$ cat src/rtl/pll_sup_pkg.sv
// Shared types and helpers for the PLL lock supervisor: FSM state encoding,
// the registered output bundle, and the counter-width helper.
package pll_sup_pkg;

  typedef enum logic [2:0] {
    ST_PLL_RST   = 3'd0,
    ST_WAIT_LOCK = 3'd1,
    ST_STABLE    = 3'd2,
    ST_RUN       = 3'd3,
    ST_FAULT     = 3'd4
  } state_t;

  typedef struct packed {
    logic pll_areset;
    logic sys_rst_n;
    logic ready;
    logic fault;
  } out_t;

  // Width that holds the largest of three terminal counts without wrapping.
  function automatic int cnt_width(input int a, input int b, input int c);
    int m;
    m = a;
    if (b > m) m = b;
    if (c > m) m = c;
    return $clog2(m + 1);
  endfunction

  // Output values that belong to a state, so they can be registered on entry.
  function automatic out_t outs_of(input state_t s);
    out_t o;
    o.pll_areset = (s == ST_PLL_RST) || (s == ST_FAULT);
    o.sys_rst_n  = (s == ST_RUN);
    o.ready      = (s == ST_RUN);
    o.fault      = (s == ST_FAULT);
    return o;
  endfunction

endpackage

$ cat src/rtl/pll_lock_supervisor_if.sv
// Status/control bundle between the lock supervisor and the PLL plus the
// downstream reset consumers.
interface pll_lock_supervisor_if #(
  parameter int LOSS_CNT_W = 8
);
  logic                  locked_in;
  logic                  pll_areset;
  logic                  sys_rst_n;
  logic                  ready;
  logic                  fault;
  logic [LOSS_CNT_W-1:0] lock_loss_cnt;

  modport master (
    input  locked_in,
    output pll_areset, sys_rst_n, ready, fault, lock_loss_cnt
  );

  modport slave (
    output locked_in,
    input  pll_areset, sys_rst_n, ready, fault, lock_loss_cnt
  );
endinterface

$ cat src/rtl/pll_lock_supervisor_sync_bit.sv
// N-flop single-bit synchronizer, cleared asynchronously; also used by the
// downstream reset-release synchronizers.
module sync_bit #(
  parameter int STAGES = 2
) (
  input  logic clk,
  input  logic rst_n,
  input  logic d,
  output logic q
);

  logic [STAGES-1:0] sync_p;

  always_ff @(posedge clk or negedge rst_n) begin
    if (!rst_n) begin
      sync_p <= '0;
    end else begin
      sync_p <= {sync_p[STAGES-2:0], d};
    end
  end

  assign q = sync_p[STAGES-1];

endmodule

$ cat src/rtl/pll_lock_supervisor.sv
// Holds the PLL in reset, qualifies its locked flag, and releases one clean
// active-low system reset; retries on lock timeout and latches a hard fault.
module pll_lock_supervisor
  import pll_sup_pkg::*;
#(
  parameter int SYNC_STAGES         = 2,
  parameter int PLL_RST_CYCLES      = 16,
  parameter int LOCK_STABLE_CYCLES  = 1024,
  parameter int LOCK_TIMEOUT_CYCLES = 65536,
  parameter int MAX_RETRIES         = 4,
  parameter int LOSS_CNT_W          = 8
) (
  input  logic                   clk,
  input  logic                   rst,
  pll_lock_supervisor_if.master  bus
);

  localparam int CNT_W   = cnt_width(PLL_RST_CYCLES, LOCK_STABLE_CYCLES, LOCK_TIMEOUT_CYCLES);
  localparam int RETRY_W = $clog2(MAX_RETRIES + 1);

  localparam logic [CNT_W-1:0]   RST_LAST     = CNT_W'(PLL_RST_CYCLES - 1);
  localparam logic [CNT_W-1:0]   TIMEOUT_LAST = CNT_W'(LOCK_TIMEOUT_CYCLES - 1);
  localparam logic [CNT_W-1:0]   STABLE_DONE  = CNT_W'(LOCK_STABLE_CYCLES);
  localparam logic [RETRY_W-1:0] RETRY_LAST   = RETRY_W'(MAX_RETRIES - 1);

  function automatic logic [LOSS_CNT_W-1:0] sat_inc(input logic [LOSS_CNT_W-1:0] v);
    return (&v) ? v : v + 1'b1;
  endfunction

  logic                  lk_s;
  state_t                state;
  logic [CNT_W-1:0]      phase_cnt;
  logic [RETRY_W-1:0]    retry_cnt;
  logic [LOSS_CNT_W-1:0] loss_cnt;
  out_t                  outs;

  sync_bit #(
    .STAGES (SYNC_STAGES)
  ) u_lock_sync (
    .clk   (clk),
    .rst_n (rst),
    .d     (bus.locked_in),
    .q     (lk_s)
  );

  // Outputs are loaded from outs_of() of the state being entered, so every
  // output changes on the same edge as the state register.
  always_ff @(posedge clk or negedge rst) begin
    if (!rst) begin
      state     <= ST_PLL_RST;
      phase_cnt <= '0;
      retry_cnt <= '0;
      loss_cnt  <= '0;
      outs      <= outs_of(ST_PLL_RST);
    end else begin
      unique case (state)
        ST_PLL_RST: begin
          if (phase_cnt == RST_LAST) begin
            state     <= ST_WAIT_LOCK;
            phase_cnt <= '0;
            outs      <= outs_of(ST_WAIT_LOCK);
          end else begin
            phase_cnt <= phase_cnt + 1'b1;
          end
        end

        ST_WAIT_LOCK: begin
          if (lk_s) begin
            state     <= ST_STABLE;
            phase_cnt <= '0;
            outs      <= outs_of(ST_STABLE);
          end else if (phase_cnt == TIMEOUT_LAST) begin
            phase_cnt <= '0;
            retry_cnt <= retry_cnt + 1'b1;
            if (retry_cnt == RETRY_LAST) begin
              state <= ST_FAULT;
              outs  <= outs_of(ST_FAULT);
            end else begin
              state <= ST_PLL_RST;
              outs  <= outs_of(ST_PLL_RST);
            end
          end else begin
            phase_cnt <= phase_cnt + 1'b1;
          end
        end

        // Release only after the full stable count has been observed with
        // lock still present; any drop restarts the qualification.
        ST_STABLE: begin
          if (!lk_s) begin
            state     <= ST_WAIT_LOCK;
            phase_cnt <= '0;
            outs      <= outs_of(ST_WAIT_LOCK);
          end else if (phase_cnt == STABLE_DONE) begin
            state     <= ST_RUN;
            phase_cnt <= '0;
            retry_cnt <= '0;
            outs      <= outs_of(ST_RUN);
          end else begin
            phase_cnt <= phase_cnt + 1'b1;
          end
        end

        // A loss of lock does not reset the PLL; it only re-qualifies.
        ST_RUN: begin
          if (!lk_s) begin
            state     <= ST_WAIT_LOCK;
            phase_cnt <= '0;
            loss_cnt  <= sat_inc(loss_cnt);
            outs      <= outs_of(ST_WAIT_LOCK);
          end
        end

        ST_FAULT: begin
          outs <= outs_of(ST_FAULT);
        end

        default: begin
          state     <= ST_PLL_RST;
          phase_cnt <= '0;
          outs      <= outs_of(ST_PLL_RST);
        end
      endcase
    end
  end

  assign bus.pll_areset    = outs.pll_areset;
  assign bus.sys_rst_n     = outs.sys_rst_n;
  assign bus.ready         = outs.ready;
  assign bus.fault         = outs.fault;
  assign bus.lock_loss_cnt = loss_cnt;

endmodule
$ cat src/flat_wrapper.sv
// flat-port wrapper written by rule: the top's interface ports become plain ports
module pll_lock_supervisor_flat import pll_sup_pkg::*;
#(
  parameter int SYNC_STAGES         = 2,
  parameter int PLL_RST_CYCLES      = 16,
  parameter int LOCK_STABLE_CYCLES  = 1024,
  parameter int LOCK_TIMEOUT_CYCLES = 65536,
  parameter int MAX_RETRIES         = 4,
  parameter int LOSS_CNT_W          = 8
)
  (clk, rst, bus_locked_in, bus_pll_areset, bus_sys_rst_n, bus_ready, bus_fault, bus_lock_loss_cnt);
  pll_lock_supervisor_if #(.LOSS_CNT_W(LOSS_CNT_W)) bus_i ();
  input  logic clk;
  input  logic rst;
  input wire logic [$bits(bus_i.locked_in)-1:0] bus_locked_in;
  output wire logic [$bits(bus_i.pll_areset)-1:0] bus_pll_areset;
  output wire logic [$bits(bus_i.sys_rst_n)-1:0] bus_sys_rst_n;
  output wire logic [$bits(bus_i.ready)-1:0] bus_ready;
  output wire logic [$bits(bus_i.fault)-1:0] bus_fault;
  output wire logic [$bits(bus_i.lock_loss_cnt)-1:0] bus_lock_loss_cnt;
  assign bus_i.locked_in = bus_locked_in;
  assign bus_pll_areset = bus_i.pll_areset;
  assign bus_sys_rst_n = bus_i.sys_rst_n;
  assign bus_ready = bus_i.ready;
  assign bus_fault = bus_i.fault;
  assign bus_lock_loss_cnt = bus_i.lock_loss_cnt;
  pll_lock_supervisor #(.SYNC_STAGES(SYNC_STAGES), .PLL_RST_CYCLES(PLL_RST_CYCLES), .LOCK_STABLE_CYCLES(LOCK_STABLE_CYCLES), .LOCK_TIMEOUT_CYCLES(LOCK_TIMEOUT_CYCLES), .MAX_RETRIES(MAX_RETRIES), .LOSS_CNT_W(LOSS_CNT_W)) u_core (.clk(clk), .rst(rst), .bus(bus_i));
endmodule
$ cat config.mk
export PLATFORM = sky130hd
export DESIGN_NAME = pll_lock_supervisor_flat
export DESIGN_NICKNAME = d
export VERILOG_FILES = /design/src/rtl/pll_sup_pkg.sv /design/src/rtl/pll_lock_supervisor_if.sv /design/src/rtl/pll_lock_supervisor_sync_bit.sv /design/src/rtl/pll_lock_supervisor.sv /design/src/flat_wrapper.sv
export SDC_FILE = /design/constraint.sdc
export NUM_CORES = 1
export LEC_CHECK = 0
export BUFFER_PORTS_ARGS = -buffer_cell sky130_fd_sc_hd__buf_2
export CORE_ASPECT_RATIO = 1.5
export CORE_MARGIN = 5
export CORE_UTILIZATION = 56
export CTS_BUF_LIST = sky130_fd_sc_hd__clkbuf_4
export CTS_CLUSTER_DIAMETER = 60
export DETAILED_ROUTE_END_ITERATION = 6
export PLACE_DENSITY = 0.85
export SYNTH_ARGS = -nofsm -noshare
export SYNTH_HDL_FRONTEND = slang
export SYNTH_HIERARCHICAL = 1
export SYNTH_SLANG_ARGS = --single-unit
$ cat constraint.sdc
create_clock -name clk -period 2.4 [get_ports clk]
set_input_delay 0.36 -clock clk [delete_from_list [all_inputs] [get_ports clk]]
set_output_delay 0.36 -clock clk [all_outputs]
set_load 0.005 [all_outputs]
* Yosys cells after proc, flatten, opt, wreduce, memory -nomap -nowiden
Cells that the tools add are included. W data, S select, Z words.
Operators by class: mux-type cells 28, reductions and logical operators 8, add/sub/neg operators 3, bitwise operators 3, equal/unequal tests 16
Operator list (count):
- $mux W17 | 6
- $pmux W17 S5 | 1
- $mux W3 | 11
- $mux W4 | 6
- $pmux W4 S5 | 1
- $add A17 B1 Y17 const B | 1
- $eq A17 B11 Y1 const B | 1
- $eq A17 B16 Y1 const B | 1
- $eq A17 B4 Y1 const B | 1
- $pmux W3 S5 | 1
- $reduce_and A5 Y1 | 2
- $eq A3 B2 Y1 const B | 3
- $add A8 B1 Y8 const B | 1
- $reduce_and A8 Y1 | 1
- $ne A2 B1 Y1 const B | 3
- $ne A2 B2 Y1 const B | 3
- $ne A3 B2 Y1 const B | 2
- $pmux W3 S2 | 1
- $reduce_and A4 Y1 | 1
- $add A3 B1 Y3 const B | 1
- $eq A3 B1 Y1 const B | 1
- $eq A3 B3 Y1 const B | 1
- $logic_not A3 Y1 | 1
- $not A1 Y1 | 3
- 4 further kinds | 4
Storage, ports and cells: output and inout port bits 12, register bits 37

* Longest topological paths before layout
word-level depth 5, mapped depth 12

* By module
The synthesis kept the hierarchy.
Modules (own cells, without submodules):
- pll_lock_supervisor | sequential area each 852.1 um2, instances 1, cells each 188, area an instance 1925.6 um2
- sync_bit | sequential area each 50.0 um2, instances 1, cells each 2, area an instance 50.0 um2

* Worst setup path after synthesis
OpenSTA, ideal clock, no wires.
path kind reg2reg, from register u_core.phase_cnt[1], to register u_core.outs, in the netlist u_core/bus.ready, required time 2.275 ns, path buffers 1, slack -0.161 ns, stages on the path, launching flop included 12, data arrival time 2.436 ns, library setup time 0.125 ns, cells stage by stage dfrtp_1 -> ha_1 -> and3_1 -> and4_2 -> clkbuf_1 -> nand3_1 -> inv_1 -> ha_1 -> and2b_2 -> a221oi_2 -> nand2b_2 -> mux2_4
Between the ends: word-level cells in the longest chain between the ends 3, elaborated cells on any way between the ends 7, classes of those cells 6 x eq/ne; 1 x reduce/logical
Ends and longest elaborated chain:
- start: declaration | line pll_lock_supervisor.sv:32 | logic [CNT_W-1:0] phase_cnt;
- start signal: assignment | line pll_lock_supervisor.sv:63 | phase_cnt <= phase_cnt + 1'b1;
- start signal: assignment | line pll_lock_supervisor.sv:83 | phase_cnt <= phase_cnt + 1'b1;
- start signal: assignment | line pll_lock_supervisor.sv:100 | phase_cnt <= phase_cnt + 1'b1;
- $eq A17 B11 Y1 (tied with other cells) | line pll_lock_supervisor.sv:94 | end else if (phase_cnt == STABLE_DONE) begin
- $ne A3 B2 Y1 (no line) or $ne A2 B1 Y1 (tied branches)
- $reduce_and A4 Y1 (no line) (*)
- end signal: assignment | line pll_lock_supervisor.sv:93 | outs <= outs_of(ST_WAIT_LOCK);
- end signal: assignment | line pll_lock_supervisor.sv:98 | outs <= outs_of(ST_RUN);
- end signal: assignment | line pll_lock_supervisor.sv:110 | outs <= outs_of(ST_WAIT_LOCK);
- end: declaration | line pll_lock_supervisor.sv:35 | out_t outs;
Mark *: on every way between the ends. The rest lies on a longest branch, timed or not. A chain may end at the register's enable or synchronous reset.

* Final worst setup path
from register u_core.phase_cnt[0], to register u_core.phase_cnt[3]
Between the ends: word-level cells in the longest chain between the ends 4, elaborated cells on any way between the ends 10, classes of those cells 1 x add/sub; 3 x eq/ne; 6 x mux
Ends and longest elaborated chain:
- $add A17 B1 Y17 (tied with other cells) | line pll_lock_supervisor.sv:63, pll_lock_supervisor.sv:83, pll_lock_supervisor.sv:100
- $mux W17 (on tied branches) | line pll_lock_supervisor.sv:94, pll_lock_supervisor.sv:72
- $mux W17 (on tied branches) | line pll_lock_supervisor.sv:90, pll_lock_supervisor.sv:68
- $pmux W17 S5 (*) | line pll_lock_supervisor.sv:56 | unique case (state)
Marked as above.

==> out/results.txt <==
Final Skew = 0.004616 ns
Fin. Hold Viols = 0
drt via density = 6.019
commonest non-fill, non-tap cell in the layout = dfrtp_1
setup slack at placement = 0.06108 ns
clock latency at the later pin of the worst-skew pair = 0.34 ns
clk buf depth = 2
highest routed layer = met4
DRT met1 WL = 1.576 mm
met2 WL = 2.142 mm
vias in the first global route = 1495
Slew HR = 49.89%
Hold Crit Class = input port to asynchronous set/reset pin
antenna violations before repair = 0
CP peak stage delay = 0.38 ns
most frequent cells in the layout = dfrtp_1, buf_4, nor2_1
DP HPWL = 2.779 mm
Die Wd = 58.50 µm
clk slew on worst S/H paths = 0.10 ns
crit path from = u_core/phase_cnt[0]
share of cells above drive strength 1 = 28.70%
IO Port Bufs = 14
status = completed
drt pass-1 iters = 4
P_leak = 0.001093 µW
flop2flop setup slack = 0.01 ns
Final min period = 2.386 ns
Final ANT Viol Nets = 0
worst reg2reg startpoint = u_core/phase_cnt[0]
RSZ-0062 raised after global routing = true
area of the die = 4840 µm²
critical path arrival = 2.62 ns
RR Endpoint = u_core/phase_cnt[3]
CTS tree = built
maximum VDD drop = 0.6213 mV
routed wire length per instance = 15.43 µm
syn_area_per_cell = 10.40 µm²
Mapped Area = 1976 µm²
final setup violation count = 0
worst-path fanout max = 7
Num CTS Buffers = 5
Final Net Count = 232
wirelength, routed = 4.090 mm
Site Rows = 26
GRT Total Usage = 18.02%
Met3 Wirelength = 273 µm
root buf cell = clkbuf_4
CP Launch Type = flip-flop
Worst-Margin Slew = 0.7516 ns
Starting Density = 57.84%
Starting DRT DRC Count = 126
slowest stage cell, crit path = dfrtp_1
asr flop ratio synth = 100.0%
WP buf/inv = 2
Synth cell types = 47
EDFF count, synth = 0
maxcap violations = 0
hold-fix buffer count after cts = 0
Synth Register Bits = 36
Design Power = 1796 µW
largest net degree at the start of global routing = 37
diode count = 0
Synthesis Warnings = 6
core area = 3416 µm²
worst reg2reg path depth = 11
Final Cycle Share = 99.41%
CP required = 2.64 ns
via count = 1595
global-route wire length before repair = 6.603 mm
Crit. End Element = flip-flop
fillers = 277
area grow syn2layout = 17.10%
sequential element share of the synthesized area = 45.66%
Cells after Synth = 190
cell chain of the critical path = ha_2, and3_4, and4_4, nand3_4, inv_2, ha_4, and2b_2, a221oi_4, buf_6, o21ai_1, a21o_1
Worst Slack Setup Final = 0.01415 ns
DIE HEIGHT = 82.75 µm
H-tree depth = 2
CTS Sinks = 36
syn_nets = 200
IO Count = 15
grt ovf = 0
top_reg_cell synth = dfrtp_1
routability cong. = 0.8072
# DRC = 0
Final Slew Violations = 0
Cell Pwr Density = 776.1 nW/µm²
fmax = 0.4191 GHz
CP delay by family, top = simple AND/OR/NAND/NOR gates
WS Path Type = flip-flop to flip-flop
[how the worst max path moves through the flow]
| stage | end | slack (ns) | depth (start not counted) |
|---|---|---|---|
| 2_1_floorplan | u_core/bus.ready | -0.02 | 11 |
| 3_3_place_gp | u_core/phase_cnt[2] | 0.1 | 11 |
| 3_5_place_dp | u_core/phase_cnt[2] | 0.06 | 11 |
| 4_1_cts | u_core/phase_cnt[2] | 0.04 | 11 |
| 5_1_grt | u_core/phase_cnt[3] | -0.11 | 11 |
| 6_report | u_core/phase_cnt[3] | 0.01 | 11 |
[what timing repair did]
| action | CTS | global route |
|---|---|---|
| endpoints found under the setup margin | 0 | 15 |
| buffers inserted | 0 | 6 |
| gates resized for setup | 0 | 11 |
[metal layers]
metal  up-vias  track usage [%]
li1        755                -
met1       760            21.47
met2        68            30.20
met3        12            3.888
met4         0            9.281
met5         -                0
[area by class of cell]
type / count / area, µm² / area share [%]
clock inverter: 3 / 37.54 / 1.622
multi-input combinational: 139 / 1042 / 45.05
inverter: 8 / 30.03 / 1.298
timing repair buffer: 32 / 209.0 / 9.032
tap: 42 / 52.55 / 2.271
sequential: 36 / 904.6 / 39.10
clock buffer: 5 / 37.54 / 1.622
[cells in the mapped netlist (2+ instances only)]
master / number / area share, %
dfrtp_1: 35 / 44
nor2_1: 16 / 3.0
o21ai_0: 11 / 2.8
nand2_1: 10 / 1.9
nand4_1: 9 / 2.8
inv_1: 8 / 1.5
nand3_1: 8 / 2.0
and3_1: 7 / 2.2
ha_1: 7 / 4.4
xnor2_1: 6 / 2.7
a21o_1: 5 / 1.9
nor3b_1: 5 / 1.9
xor2_1: 5 / 2.2
mux2i_1: 4 / 2.0
nand2b_1: 4 / 1.3
nor3_1: 4 / 1.0
or4_1: 4 / 1.5
a22oi_1: 3 / 1.1
buf_6: 3 / 1.7
nor4_1: 3 / 0.95
a21oi_1: 2 / 0.51
and3_2: 2 / 0.76
and4b_2: 2 / 1.1
clkbuf_1: 2 / 0.38
o2bb2ai_1: 2 / 0.89
o31ai_1: 2 / 0.76
[where the power goes]
| part | switching [µW] | internal [µW] |
|---|---|---|
| registers | 89.2 | 691 |
| logic | 314 | 298 |
| clock network | 191 | 213 |
| total | 594 | 1200 |
[sequential cells by signal, indices dropped and copies added (netlist names)]
register and count:
u_core/state 3, u_core/bus.lock_loss_cnt 8, u_core/bus.ready 1, u_core/phase_cnt 17
u_core/bus.fault 1, u_core/retry_cnt 3, u_core/u_lock_sync/sync_p 2, u_core/bus.pll_areset 1
[stage by stage]
stage	cells	util (%)	TNS, ns	hold slack [ns]	instance area (µm²)
detailed placement	250	62.89	0	0.3413	2148
finish	265	67.73	0	0.08106	2313
global route	265	67.73	-1.273	0.1057	2313
floorplan	190	-	-0.02548	0.06441	2013
CTS	258	65.09	0	0.1007	2223
global placement	250	62.89	0	0.3350	2148
[worst reg2reg max path, delay by kind of cell (launching register included)]
| family | cells | cell delay [ns] |
|---|---|---|
| buf+inv | 2 | 0.27 |
| simple gates | 4 | 0.76 |
| flops | 1 | 0.38 |
| compound gates | 3 | 0.57 |
| fa+ha+maj | 2 | 0.31 |
[logic make-up after synthesis]
group | Yosys count | share of synthesized area (%)
AO/OA/AOI/OAI | 31 | 11.15
XOR/XNOR | 11 | 4.876
adder cells (fa/ha/maj) | 7 | 4.433
buffers and inverters | 16 | 4.940
flip-flops | 36 | 45.66
multiplexers | 6 | 3.356
AND/OR/NAND/NOR | 83 | 25.59
Power figures use the tool's default switching activity.
